[src/rtl/accel_pkg.sv]
// Shared register map, bit positions and FSM state type for the Avalon
// multiply accelerator.
package accel_pkg;

  localparam int unsigned BUS_W = 32;

  localparam logic [2:0] ADDR_CTRL   = 3'd0;
  localparam logic [2:0] ADDR_STATUS = 3'd1;
  localparam logic [2:0] ADDR_OP_A   = 3'd2;
  localparam logic [2:0] ADDR_OP_B   = 3'd3;
  localparam logic [2:0] ADDR_RES_LO = 3'd4;
  localparam logic [2:0] ADDR_RES_HI = 3'd5;

  localparam int unsigned CTRL_START_BIT  = 0;
  localparam int unsigned CTRL_IRQ_EN_BIT = 1;
  localparam int unsigned STATUS_BUSY_BIT = 0;
  localparam int unsigned STATUS_DONE_BIT = 1;

  typedef enum logic {
    IDLE,
    RUN
  } mul_state_t;

endpackage

[src/rtl/seq_multiplier.sv]
// Sequential shift-add unsigned multiplier: one multiplier bit per clock,
// start/busy/done handshake, product held until the next start.
module seq_multiplier
  import accel_pkg::*;
#(
  parameter int unsigned OP_W = 32
) (
  input  logic              clk,
  input  logic              reset,
  input  logic              start_i,
  input  logic              clr_done_i,
  input  logic [OP_W-1:0]   op_a_i,
  input  logic [OP_W-1:0]   op_b_i,
  output logic              busy_o,
  output logic              done_o,
  output logic [2*OP_W-1:0] product_o
);

  localparam int unsigned PROD_W = 2 * OP_W;
  localparam int unsigned CNT_W  = $clog2(OP_W);

  mul_state_t        state_q, state_d;
  logic [PROD_W-1:0] mcand_q, mcand_d;
  logic [OP_W-1:0]   mplier_q, mplier_d;
  logic [PROD_W-1:0] acc_q, acc_d;
  logic [PROD_W-1:0] prod_q, prod_d;
  logic [CNT_W-1:0]  cnt_q, cnt_d;
  logic              busy_q, busy_d;
  logic              done_q, done_d;
  logic [PROD_W-1:0] sum;

  // Next-state logic: the multiplicand is pre-shifted each cycle so the
  // accumulator add needs no barrel shifter.
  always_comb begin
    state_d  = state_q;
    mcand_d  = mcand_q;
    mplier_d = mplier_q;
    acc_d    = acc_q;
    prod_d   = prod_q;
    cnt_d    = cnt_q;
    busy_d   = busy_q;
    done_d   = done_q;
    sum      = acc_q + (mplier_q[0] ? mcand_q : '0);

    if (clr_done_i) begin
      done_d = 1'b0;
    end

    case (state_q)
      IDLE: begin
        if (start_i) begin
          state_d  = RUN;
          mcand_d  = PROD_W'(op_a_i);
          mplier_d = op_b_i;
          acc_d    = '0;
          prod_d   = '0;
          cnt_d    = '0;
          busy_d   = 1'b1;
          done_d   = 1'b0;
        end
      end
      RUN: begin
        acc_d    = sum;
        mcand_d  = mcand_q << 1;
        mplier_d = mplier_q >> 1;
        cnt_d    = cnt_q + CNT_W'(1);
        if (cnt_q == CNT_W'(OP_W - 1)) begin
          prod_d  = sum;
          busy_d  = 1'b0;
          done_d  = 1'b1;
          state_d = IDLE;
        end
      end
      default: state_d = IDLE;
    endcase
  end

  always_ff @(posedge clk) begin
    if (reset) begin
      state_q  <= IDLE;
      mcand_q  <= '0;
      mplier_q <= '0;
      acc_q    <= '0;
      prod_q   <= '0;
      cnt_q    <= '0;
      busy_q   <= 1'b0;
      done_q   <= 1'b0;
    end else begin
      state_q  <= state_d;
      mcand_q  <= mcand_d;
      mplier_q <= mplier_d;
      acc_q    <= acc_d;
      prod_q   <= prod_d;
      cnt_q    <= cnt_d;
      busy_q   <= busy_d;
      done_q   <= done_d;
    end
  end

  assign busy_o    = busy_q;
  assign done_o    = done_q;
  assign product_o = prod_q;

endmodule

[src/rtl/avalon_mul_accel.sv]
// Avalon-MM slave wrapper: operand/control registers, 1-cycle read mux and
// registered level interrupt around seq_multiplier.
module avalon_mul_accel
  import accel_pkg::*;
#(
  parameter int unsigned OP_W = 32
) (
  input  logic        clk,
  input  logic        reset,
  input  logic [2:0]  avs_address,
  input  logic        avs_read,
  output logic [31:0] avs_readdata,
  input  logic        avs_write,
  input  logic [31:0] avs_writedata,
  output logic        irq
);

  localparam int unsigned PROD_W = 2 * OP_W;

  logic [OP_W-1:0]   op_a_q, op_a_d;
  logic [OP_W-1:0]   op_b_q, op_b_d;
  logic              irq_en_q, irq_en_d;
  logic              irq_q, irq_d;
  logic [BUS_W-1:0]  readdata_q, readdata_d;
  logic              start_c;
  logic              clr_done_c;
  logic              mul_busy;
  logic              mul_done;
  logic [PROD_W-1:0] product;
  logic [63:0]       product_ext;

  assign start_c    = avs_write && (avs_address == ADDR_CTRL)
                      && avs_writedata[CTRL_START_BIT];
  assign clr_done_c = avs_write && (avs_address == ADDR_STATUS)
                      && avs_writedata[STATUS_DONE_BIT];
  assign product_ext = 64'(product);

  seq_multiplier #(
    .OP_W(OP_W)
  ) u_mul (
    .clk        (clk),
    .reset      (reset),
    .start_i    (start_c),
    .clr_done_i (clr_done_c),
    .op_a_i     (op_a_q),
    .op_b_i     (op_b_q),
    .busy_o     (mul_busy),
    .done_o     (mul_done),
    .product_o  (product)
  );

  // Register writes and read mux; operands are frozen while a multiply runs.
  always_comb begin
    op_a_d     = op_a_q;
    op_b_d     = op_b_q;
    irq_en_d   = irq_en_q;
    readdata_d = '0;
    irq_d      = mul_done & irq_en_q;

    if (avs_write) begin
      case (avs_address)
        ADDR_CTRL: irq_en_d = avs_writedata[CTRL_IRQ_EN_BIT];
        ADDR_OP_A: if (!mul_busy) op_a_d = avs_writedata[OP_W-1:0];
        ADDR_OP_B: if (!mul_busy) op_b_d = avs_writedata[OP_W-1:0];
        default:   ;
      endcase
    end

    if (avs_read) begin
      case (avs_address)
        ADDR_CTRL:   readdata_d[CTRL_IRQ_EN_BIT] = irq_en_q;
        ADDR_STATUS: begin
          readdata_d[STATUS_BUSY_BIT] = mul_busy;
          readdata_d[STATUS_DONE_BIT] = mul_done;
        end
        ADDR_OP_A:   readdata_d = BUS_W'(op_a_q);
        ADDR_OP_B:   readdata_d = BUS_W'(op_b_q);
        ADDR_RES_LO: readdata_d = product_ext[31:0];
        ADDR_RES_HI: readdata_d = product_ext[63:32];
        default:     readdata_d = '0;
      endcase
    end
  end

  always_ff @(posedge clk) begin
    if (reset) begin
      op_a_q     <= '0;
      op_b_q     <= '0;
      irq_en_q   <= 1'b0;
      irq_q      <= 1'b0;
      readdata_q <= '0;
    end else begin
      op_a_q     <= op_a_d;
      op_b_q     <= op_b_d;
      irq_en_q   <= irq_en_d;
      irq_q      <= irq_d;
      readdata_q <= readdata_d;
    end
  end

  assign avs_readdata = readdata_q;
  assign irq          = irq_q;

endmodule
[config.mk]
export PLATFORM = sky130hd
export DESIGN_NAME = avalon_mul_accel
export DESIGN_NICKNAME = d
export VERILOG_FILES = /design/src/rtl/accel_pkg.sv /design/src/rtl/seq_multiplier.sv /design/src/rtl/avalon_mul_accel.sv
export SDC_FILE = /design/constraint.sdc
export NUM_CORES = 1
export LEC_CHECK = 0
export ABC_CLOCK_PERIOD_IN_PS = 4500
export BUFFER_PORTS_ARGS = -buffer_cell sky130_fd_sc_hd__buf_4
export CAP_MARGIN = 40
export CORE_MARGIN = 1.5
export CORE_UTILIZATION = 59
export DETAILED_ROUTE_END_ITERATION = 6
export PLACE_DENSITY_LB_ADDON = 0.2
export SLEW_MARGIN = 30
export SYNTH_ARGS = -nofsm -noshare
export SYNTH_HDL_FRONTEND = slang
export SYNTH_SLANG_ARGS = --single-unit
[constraint.sdc]
create_clock -name clk -period 4.5 [get_ports clk]
set_input_delay 0.9 -clock clk [delete_from_list [all_inputs] [get_ports clk]]
set_output_delay 0.9 -clock clk [all_outputs]
set_load 0.01 [all_outputs]
==> After elaboration in Yosys (flattened, before gate mapping) <==
Cells that the tools add are included.
{ "totals": {"romBits": 0, "latchBits": 0, "wordCells": 61, "inputBits": 39, "output_inout_bits": 33, "ff_bits": 330, "ram_bits": 0, "memories": 0} }
{ "classes": {"n_div": 0, "eq_ne": 8, "multipliers": 0, "n_addsub": 2, "bitwise": 4, "shifts": 0, "n_reduce_logical": 10, "order_cmp": 0, "n_mux": 24} }
{ "op_table": {"columns": ["cell", "count"], "rows": [
  ["$pmux 64 s2", 3],
  ["$mux 64", 4],
  ["$pmux 30 s4", 1],
  ["$add 64x64->64", 1],
  ["$pmux 32 s2", 1],
  ["$mux 32", 1],
  ["$pmux 5 s2", 1],
  ["$mux 1", 7],
  ["$eq 3x2->1 const B", 2],
  ["$eq 3x3->1 const B", 2],
  ["$pmux 1 s2", 3],
  ["$pmux 1 s6", 1],
  ["$reduce_and 3->1", 2],
  ["$add 5x1->5 const B", 1],
  ["$eq 5x5->1 const B", 1],
  ["$mux 5", 1],
  ["$pmux 1 s5", 1],
  ["$logic_and 1x1->1", 4],
  ["$ne 2x2->1 const B", 2],
  ["$reduce_and 2->1", 2],
  ["$eq 3x1->1 const B", 1],
  ["$logic_not 3->1", 1],
  ["$not 1->1", 3],
  ["$reduce_or 2->1", 1],
  ["$and 1x1->1", 1]
]} }

==> Depth between registers and ports, before layout <==
Gate-level depths: netlist of the first run.
{ "logic_depth": {"ltp_word": 6, "depth_mapped": 14, "ltp_nobuf": 13} }

==> Modules after synthesis <==
From an unflattened synthesis of the first run, not the netlist that was laid out.
{ "hier_totals": {"cells_unflattened": 2034, "hier_area_um2": 17372.9} }
{ "modules_own_cells": {"columns": ["module", "cells_each", "area_per_inst_um2", "n_inst", "seq_area_each_um2"], "rows": [
  ["seq_multiplier", 1591, 12819.8, 1, 4644.5],
  ["avalon_mul_accel", 443, 4553.1, 1, 1961.9]
]} }

==> Least setup slack after synthesis of the first run <==
OpenSTA, ideal clock, no wires.
{ "synth_timing": {"path_type": "flip-flop to flip-flop", "startpoint": "register u_mul.mplier_q[0]", "endpoint": "register u_mul.acc_q[54]", "period_less_slack_ps": 3184, "path_buffers": 2, "stages_incl_launch_ff": 14, "required_time_ps": 4383, "arrival_time_ps": 3068, "setup_time_ps": 117, "setup_slack_ps": 1316, "path_cell_list": "dfxtp_1 -> clkbuf_1 -> clkbuf_1 -> nand2_1 -> fa_1 -> and2b_1 -> o311a_1 -> o21ai_1 -> a31oi_4 -> a41oi_4 -> o31ai_2 -> a21oi_2 -> xnor2_1 -> a22o_1"} }
{ "synth_via": {"elab_chain_cells": 3} }
{ "synth_rtl": {"columns": ["item", "line", "rtl"], "rows": [
  ["start: declaration", "seq_multiplier.sv:24", "logic [OP_W-1:0] mplier_q, mplier_d;"],
  ["start signal: assignment", "seq_multiplier.sv:91", "mplier_q <= mplier_d;"],
  ["$mux 64", "seq_multiplier.sv:43", "sum = acc_q + (mplier_q[0] ? mcand_q : '0);"],
  ["$add 64x64->64", "seq_multiplier.sv:43", null],
  ["$pmux 64 s2", "seq_multiplier.sv:49", "case (state_q)"],
  ["end signal: assignment", "seq_multiplier.sv:83", "acc_q <= '0;"],
  ["end signal: assignment", "seq_multiplier.sv:92", "acc_q <= acc_d;"],
  ["end: declaration", "seq_multiplier.sv:25", "logic [PROD_W-1:0] acc_q, acc_d;"]
]} }
Every way passes these cells.
A chain may end at the register's enable or synchronous reset.

==> Worst setup path in the final report of the first run <==
{ "layout_timing": {"startpoint": "register u_mul.mplier_q[0]", "endpoint": "register u_mul.acc_q[58]"} }
Same word-level chain as after synthesis.

==> run metrics, run 1 <==
top post-synthesis cells by area dfxtp_1 (39%), a21oi_1 (9.6%), nand2_1 (6.7%), nor2_1 (6.3%), ha_1 (4.9%); setup TNS 0 ns; Compound-Gate Fraction of Synth Area between 20% and 30%; sequential-to-total area share from yosys stat 39.4%; xor-xnor portion of the synthesized cell area a little over 3%; Metal-1 WL 21600 um; period utilization 83.6%; Arr. time, crit path 4.17 ns; CTS Hold Buffers Added 0; Critical Path, Cell by Cell and2_1, ha_1, inv_1, fa_1, and2b_1, o311a_1, o21ai_1, a31oi_4, a41oi_4, o31ai_2, a21oi_2, xnor2_1, a22o_1; gr ovfl total 0; maximum fanout along the worst path 28; crit-path max cell delay ~0.66 ns; largest net degree at the start of global routing 72; leakage power about 7.7 nW; vias in the first global route 14400; worst-case clock buffer depth 3; Worst EP required 4.90 ns; Max Cap Viol 0; Final GP Congestion 0.977; Post-DP HPWL 36800 um; Detailed Route Iter0 Violations 1472; Synth Instances 2117; DRT Pass-1 Iters 5; CTS tree yes; achievable frequency 266 MHz; Cell Area, Synth 16800 um^2; Final Skew 0.0150 ns; initial antenna violation count 0; headroom to the max-slew limit between 40% and 50%; first-pass GRT wire length between 70000 and 80000 um; # rows 61; antenna diode count 0; met3 routed WL 3040 um; leading area contributor after synthesis dfxtp_1; Post-synth EDFFs 0; Synth Flop Type dfxtp_1; Vias per Instance around 6.1; critical path class reg -> reg; CP max-delay cell dfxtp_2; WL/cell 20.4 um; count of pins over their slew limit 0; top layer in use met4; Worst Tran Pin Value 0.779 ns; top-area cell type share of the netlist area 39.4%; Total Routed Length slightly above 50000 um; PortBufs 71; Die H 172 um; share of layout cells above drive strength 1 about a tenth; final hold vios 0; clock latency on the worst-skew pair 0.52 ns; multiplexer area fraction after synthesis 4.46%; nets 2201; Post-CTS Repair Setup Buffers 0; via count 15400; GRT Util Overall 34.3%; drc violations 0; simple-gate portion of the synthesized area 20.2%; P per Cell Area 325 nW/um^2; Distinct cells, synth 75; CTS Buf Count 36; P&R area growth vs syn 11.2%; Min-Delay Path Class reg -> reg; Core Region 27900 um^2; largest family of logic cells by synthesized area compound AO/OA/AOI/OAI gates; Tmin final 3.76 ns; Initial Utilization 60.2%; Net Count, Synth 2222; setup violators final 0; die area 29400 um^2; Clock transition at path regs 0.06 ns; unrepaired setup endpoints after global routing no; final total power approximately 6.1 mW; flops & latches, synth 330; Critical Path End Type flip-flop; VDD IR max 0.295 mV; CTS Root Cell clkbuf_16; CP startpoint kind flip-flop; synthesized area per cell 7.92 um^2; adder-cell area share of the yosys netlist 4.97%; Yosys warnings 0; Final Util 66.9%; outcome complete, no violations; # resized after CTS 0; WL met2 ~24000 um; I/O pins about 70; chip width between 150 and 200 um; most numerous cell in the Yosys netlist dfxtp_1; DRT antenna net count 0; H-Tree Depth 2; clock sinks 330; Async S/R FF share, synth 0%; Commonest cells post-synth dfxtp_1 (330), a21oi_1 (323), nand2_1 (298)
## report_power, final
group | internal [mW] | switching [mW] | total [mW]
logic | 0.0571 | 0.143 | 0.200
registers | 2.93 | 0.0140 | 2.95
clock network | 1.68 | 1.23 | 2.91
## registers in the layout, summed over array words and instances, names as in the netlist
register and cells:
u_mul.acc_q 64, u_mul.mcand_q 64, u_mul.product_o 64, avs_readdata 32
op_a_q 32, op_b_q 32, u_mul.mplier_q 32, u_mul.cnt_q 5
irq 1, irq_en_q 1, u_mul.busy_o 1, u_mul.done_o 1
u_mul.state_q 1
## cell type report
| type | instances | area, um^2 |
|---|---|---|
| Clock buffer | 49 | 1030 |
| Clock inverter | 17 | 138 |
| Fill cell | 2380 | 9220 |
| Inverter | 21 | 78.8 |
| Multi-Input combinational cell | 1602 | 9480 |
| Sequential cell | 330 | 6610 |
| Tap cell | 378 | 473 |
| Timing Repair Buffer | 105 | 828 |
## final timing paths
| path | startpoint | endpoint | slack (ns) | cells after the start |
|---|---|---|---|---|
| setup / recovery | u_mul.mplier_q[0] | u_mul.acc_q[58] | 0.74 | 13 |
| hold / removal | u_mul.product_o[15] | u_mul.product_o[15] | 0.45 | 2 |
| setup reg to reg | u_mul.mplier_q[0] | u_mul.acc_q[58] | 0.74 | 13 |
| hold reg to reg | u_mul.product_o[15] | u_mul.product_o[15] | 0.45 | 2 |
## per-stage QoR
step	cells	area (um^2)	hold WS [ns]	setup WS (ns)
floorplan	2117	16800	0.419	1.32
global placement	2433	17400	0.440	0.885
detailed placement	2436	17500	0.445	0.825
CTS	2502	18600	0.452	0.779
global route	2502	18600	0.473	0.504
finish	2502	18600	0.453	0.736
## critical path, delay by kind of cell (launching register included)
kind,cells,cell delay (ns)
AOI/OAI and AO/OA,7,1.71
DFF,1,0.66
adders and majority gates,2,0.58
and+or+nand+nor,2,0.47
xor gates and xnor gates,1,0.16
buffers and inverters,1,0.06
## placed cells by master, fill, tap and decap left out, types with 6 or more instances in the layout
master     instances
dfxtp_1          328
a21oi_1          321
nand2_1          297
nor2_1           278
buf_4            101
a22oi_1           74
and2_1            70
mux2i_1           69
ha_1              65
a22o_1            57
o21ai_0           53
clkbuf_16         37
xnor2_1           35
nand4_1           32
nand3_1           27
xor2_1            23
inv_1             21
a21o_1            21
nor3_1            18
o21bai_1          14
o21a_1            10
o21ai_1           10
nor2b_1            9
clkinv_2           8
and3_1             7
nand3b_1           7
a211oi_1           7
a21oi_2            7
nand2b_1           6
a31oi_1            6
clkbuf_1           6
clkbuf_8           6
## layer usage
| metal | vias up | GRT usage [%] |
|---|---|---|
| li1 | 7362 | - |
| met1 | 7311 | 43.3 |
| met2 | 547 | 58.0 |
| met4 | 0 | 15.0 |
| met3 | 150 | 5.02 |
| met5 | - | 0 |
## kinds of logic after synthesis
group | Yosys count
fa+ha+maj | 66
compound gates | 629
flops | 330
simple gates | 776
mux | 73
xor+xnor | 58
buf+inv | 185
Power figures use the tool's default switching activity.
==> run 2, diff against run 1 <==
--- a/config.mk
+++ b/config.mk
@@ -5,11 +5,11 @@
 export SDC_FILE = /design/constraint.sdc
 export NUM_CORES = 1
 export LEC_CHECK = 0
-export ABC_CLOCK_PERIOD_IN_PS = 4500
+export ABC_CLOCK_PERIOD_IN_PS = 3190
 export BUFFER_PORTS_ARGS = -buffer_cell sky130_fd_sc_hd__buf_4
 export CAP_MARGIN = 40
 export CORE_MARGIN = 1.5
-export CORE_UTILIZATION = 59
+export CORE_UTILIZATION = 56
 export DETAILED_ROUTE_END_ITERATION = 6
 export PLACE_DENSITY_LB_ADDON = 0.2
 export SLEW_MARGIN = 30
==> constraint.sdc (replaced) <==
create_clock -name clk -period 3.19 [get_ports clk]
set_input_delay 0.638 -clock clk [delete_from_list [all_inputs] [get_ports clk]]
set_output_delay 0.638 -clock clk [all_outputs]
set_load 0.01 [all_outputs]
==> run 2 against run 1 <==
  * Worst setup slack got worse by 0.71 ns
  * Critical path type unchanged
  * Sequential cell count unchanged
  * Die area increased by 5.3%
  * Via count is 4.7% higher
  * Critical path depth up 1
  * Utilization grew 1.8 points
  * Register-to-register slack got worse by 0.71 ns
  * Final cell count is 7.0% higher
==> run metrics, run 2 (synthesis results as in run 1) <==
Initial Utilization 56.7%; vias in the first global route roughly 16000; Worst Tran Pin Value 0.744 ns; Final GP Congestion 0.950; Critical Path End Type flip-flop; fin cells 2678; Tmin final 3.16 ns; gr ovfl total 0; worst r2r path cells 14; commonest non-fill, non-tap cell in the layout dfxtp_1; Worst EP required around 3.6 ns; crit-path max cell delay 0.38 ns; critical path class reg -> reg; via count 16100; Post-Place Cells 2613; CP max-delay cell dfxtp_4; P&R area growth vs syn 21.1%; achievable frequency around 320 MHz; WL/cell just over 20 um; worst-case clock buffer depth 3; final total power 8.44 mW; Reg power frac 49.3%; Sw Ratio between 20% and 30%; most frequent cells in the layout dfxtp_1 (328), a21oi_1 (312), nand2_1 (295), nor2_1 (278), buf_4 (268); multi-input logic area approximately 9900 um^2; H-Tree Depth 2; Core Region 29600 um^2; CTS Buf Count 36; unrepaired setup endpoints after global routing yes; largest net degree at the start of global routing ~150; Final Skew 0.0156 ns; GRT Util Overall 35.2%; Clock power frac 47.2%; RR Startpoint u_mul.mplier_q[0]; CTS tree yes; antenna diode count 0; DRT Pass-1 Iters 6; combinational cell fraction of total power under 10%; R2R setup slack 0.03 ns; nets 2371; maximum fanout along the worst path 5; Psw 1.91 mW; leakage power 8.56 nW; # rows 63; PortBufs 71; register area 6610 um^2; Hold Startpoint avs_writedata[20]; Worst Hold End op_b_q[20]; Die H roughly 180 um; Total Routed Length 55100 um; PnR worst setup slack around 0.030 ns; initial antenna violation count 0; Critical R2R Capture u_mul.acc_q[58]; share of layout cells above drive strength 1 18.4%; CP startpoint kind flip-flop; Post-DP HPWL 39800 um; final hold vios 0; setup violators final 0; Pint 6.53 mW; drc violations 0; period utilization slightly below 100%; Vias per Instance 6.01; Layout fillers 2454; hold path depth 3; Min-Delay Path Class in -> reg; Detailed Route Iter0 Violations 1461; clock sinks 330; count of pins over their slew limit 0; Max Cap Viol 0; headroom to the max-slew limit 50.4%; Setup WS pre-CTS -0.112 ns; Arr. time, crit path 3.57 ns; I/O pins between 70 and 80; die area 31000 um^2; first-pass GRT wire length 85300 um; setup TNS 0 ns; outcome complete, no violations; DRT antenna net count 0; VDD IR max about 0.50 mV; chip width 176 um; CTS Hold Buffers Added 0; CTS Root Cell clkbuf_16; Critical Path, Cell by Cell and2_1, ha_2, inv_1, fa_2, and2b_1, o311a_4, o21ai_4, a31oi_4, a41oi_4, buf_6, o31ai_4, a21oi_2, xnor2_2, a22o_1; Clock transition at path regs 0.06 ns; P per Cell Area 416 nW/um^2; clock latency on the worst-skew pair 0.53 ns
[run 2: worst max-delay path: cells and delay by family, from the launching register on]
kind | cells | cell delay [ns]
DFF | 1 | 0.38
buffers and inverters | 2 | 0.22
adders and majority gates | 2 | 0.51
AOI/OAI and AO/OA | 7 | 1.42
and+or+nand+nor | 2 | 0.37
xor gates and xnor gates | 1 | 0.16
[run 2: worst max path at each step]
stage | startpoint | to | depth (start not counted)
after detailed placement | u_mul.mplier_q[0] | u_mul.acc_q[51] | 14
after floorplan | u_mul.mplier_q[0] | u_mul.acc_q[54] | 13
final | u_mul.mplier_q[0] | u_mul.acc_q[58] | 14
after CTS | u_mul.mplier_q[0] | u_mul.acc_q[62] | 13
after global placement | u_mul.mplier_q[0] | u_mul.acc_q[51] | 14
after global routing | u_mul.mplier_q[0] | u_mul.product_o[60] | 14
[run 2: cell type report]
| class | count | share of cell area [%] |
|---|---|---|
| multi-input combinational | 1602 | 48.6 |
| sequential | 330 | 32.6 |
| timing repair buffer | 275 | 10.5 |
| clock buffer | 54 | 5.21 |
| tap | 390 | 2.40 |
| inverter | 21 | 0.388 |
| clock inverter | 6 | 0.296 |
[run 2: metal layers]
metal	wire length (um)	vias up	track usage [%]
li1	-	7676	-
met4	2710	0	16.7
met1	22000	7678	43.0
met5	0	-	0
met3	3640	149	5.75
met2	26800	593	60.3
[run 2: metrics by stage]
step	instance area [um^2]	hold WS (ns)	util, %
floorplan	16800	0.419	-
global placement	18700	0.439	63.4
detailed placement	18700	0.442	63.4
CTS	20000	0.358	67.5
global route	20300	0.365	68.7
finish	20300	0.367	68.7
[run 2: power groups by stage]
| stage | Combinational [mW] | Sequential (mW) | Clock, mW |
|---|---|---|---|
| 6_report | 0.293 | 4.16 | 3.98 |
| 5_1_grt | 0.312 | 4.16 | 4.20 |
| 4_1_cts | 0.285 | 4.16 | 4.02 |
| 3_5_place_dp | 0.284 | 4.25 | 0 |
| 3_3_place_gp | 0.279 | 4.25 | 0 |
| 2_1_floorplan | 0.159 | 4.24 | 0 |
[run 2: repair_timing]
| action | 4_1_cts | 5_1_grt |
|---|---|---|
| pin swaps | 2 | 24 |
| gates resized for setup | 17 | 58 |
| setup endpoints to repair | 27 | 64 |
| setup buffers | 1 | 4 |
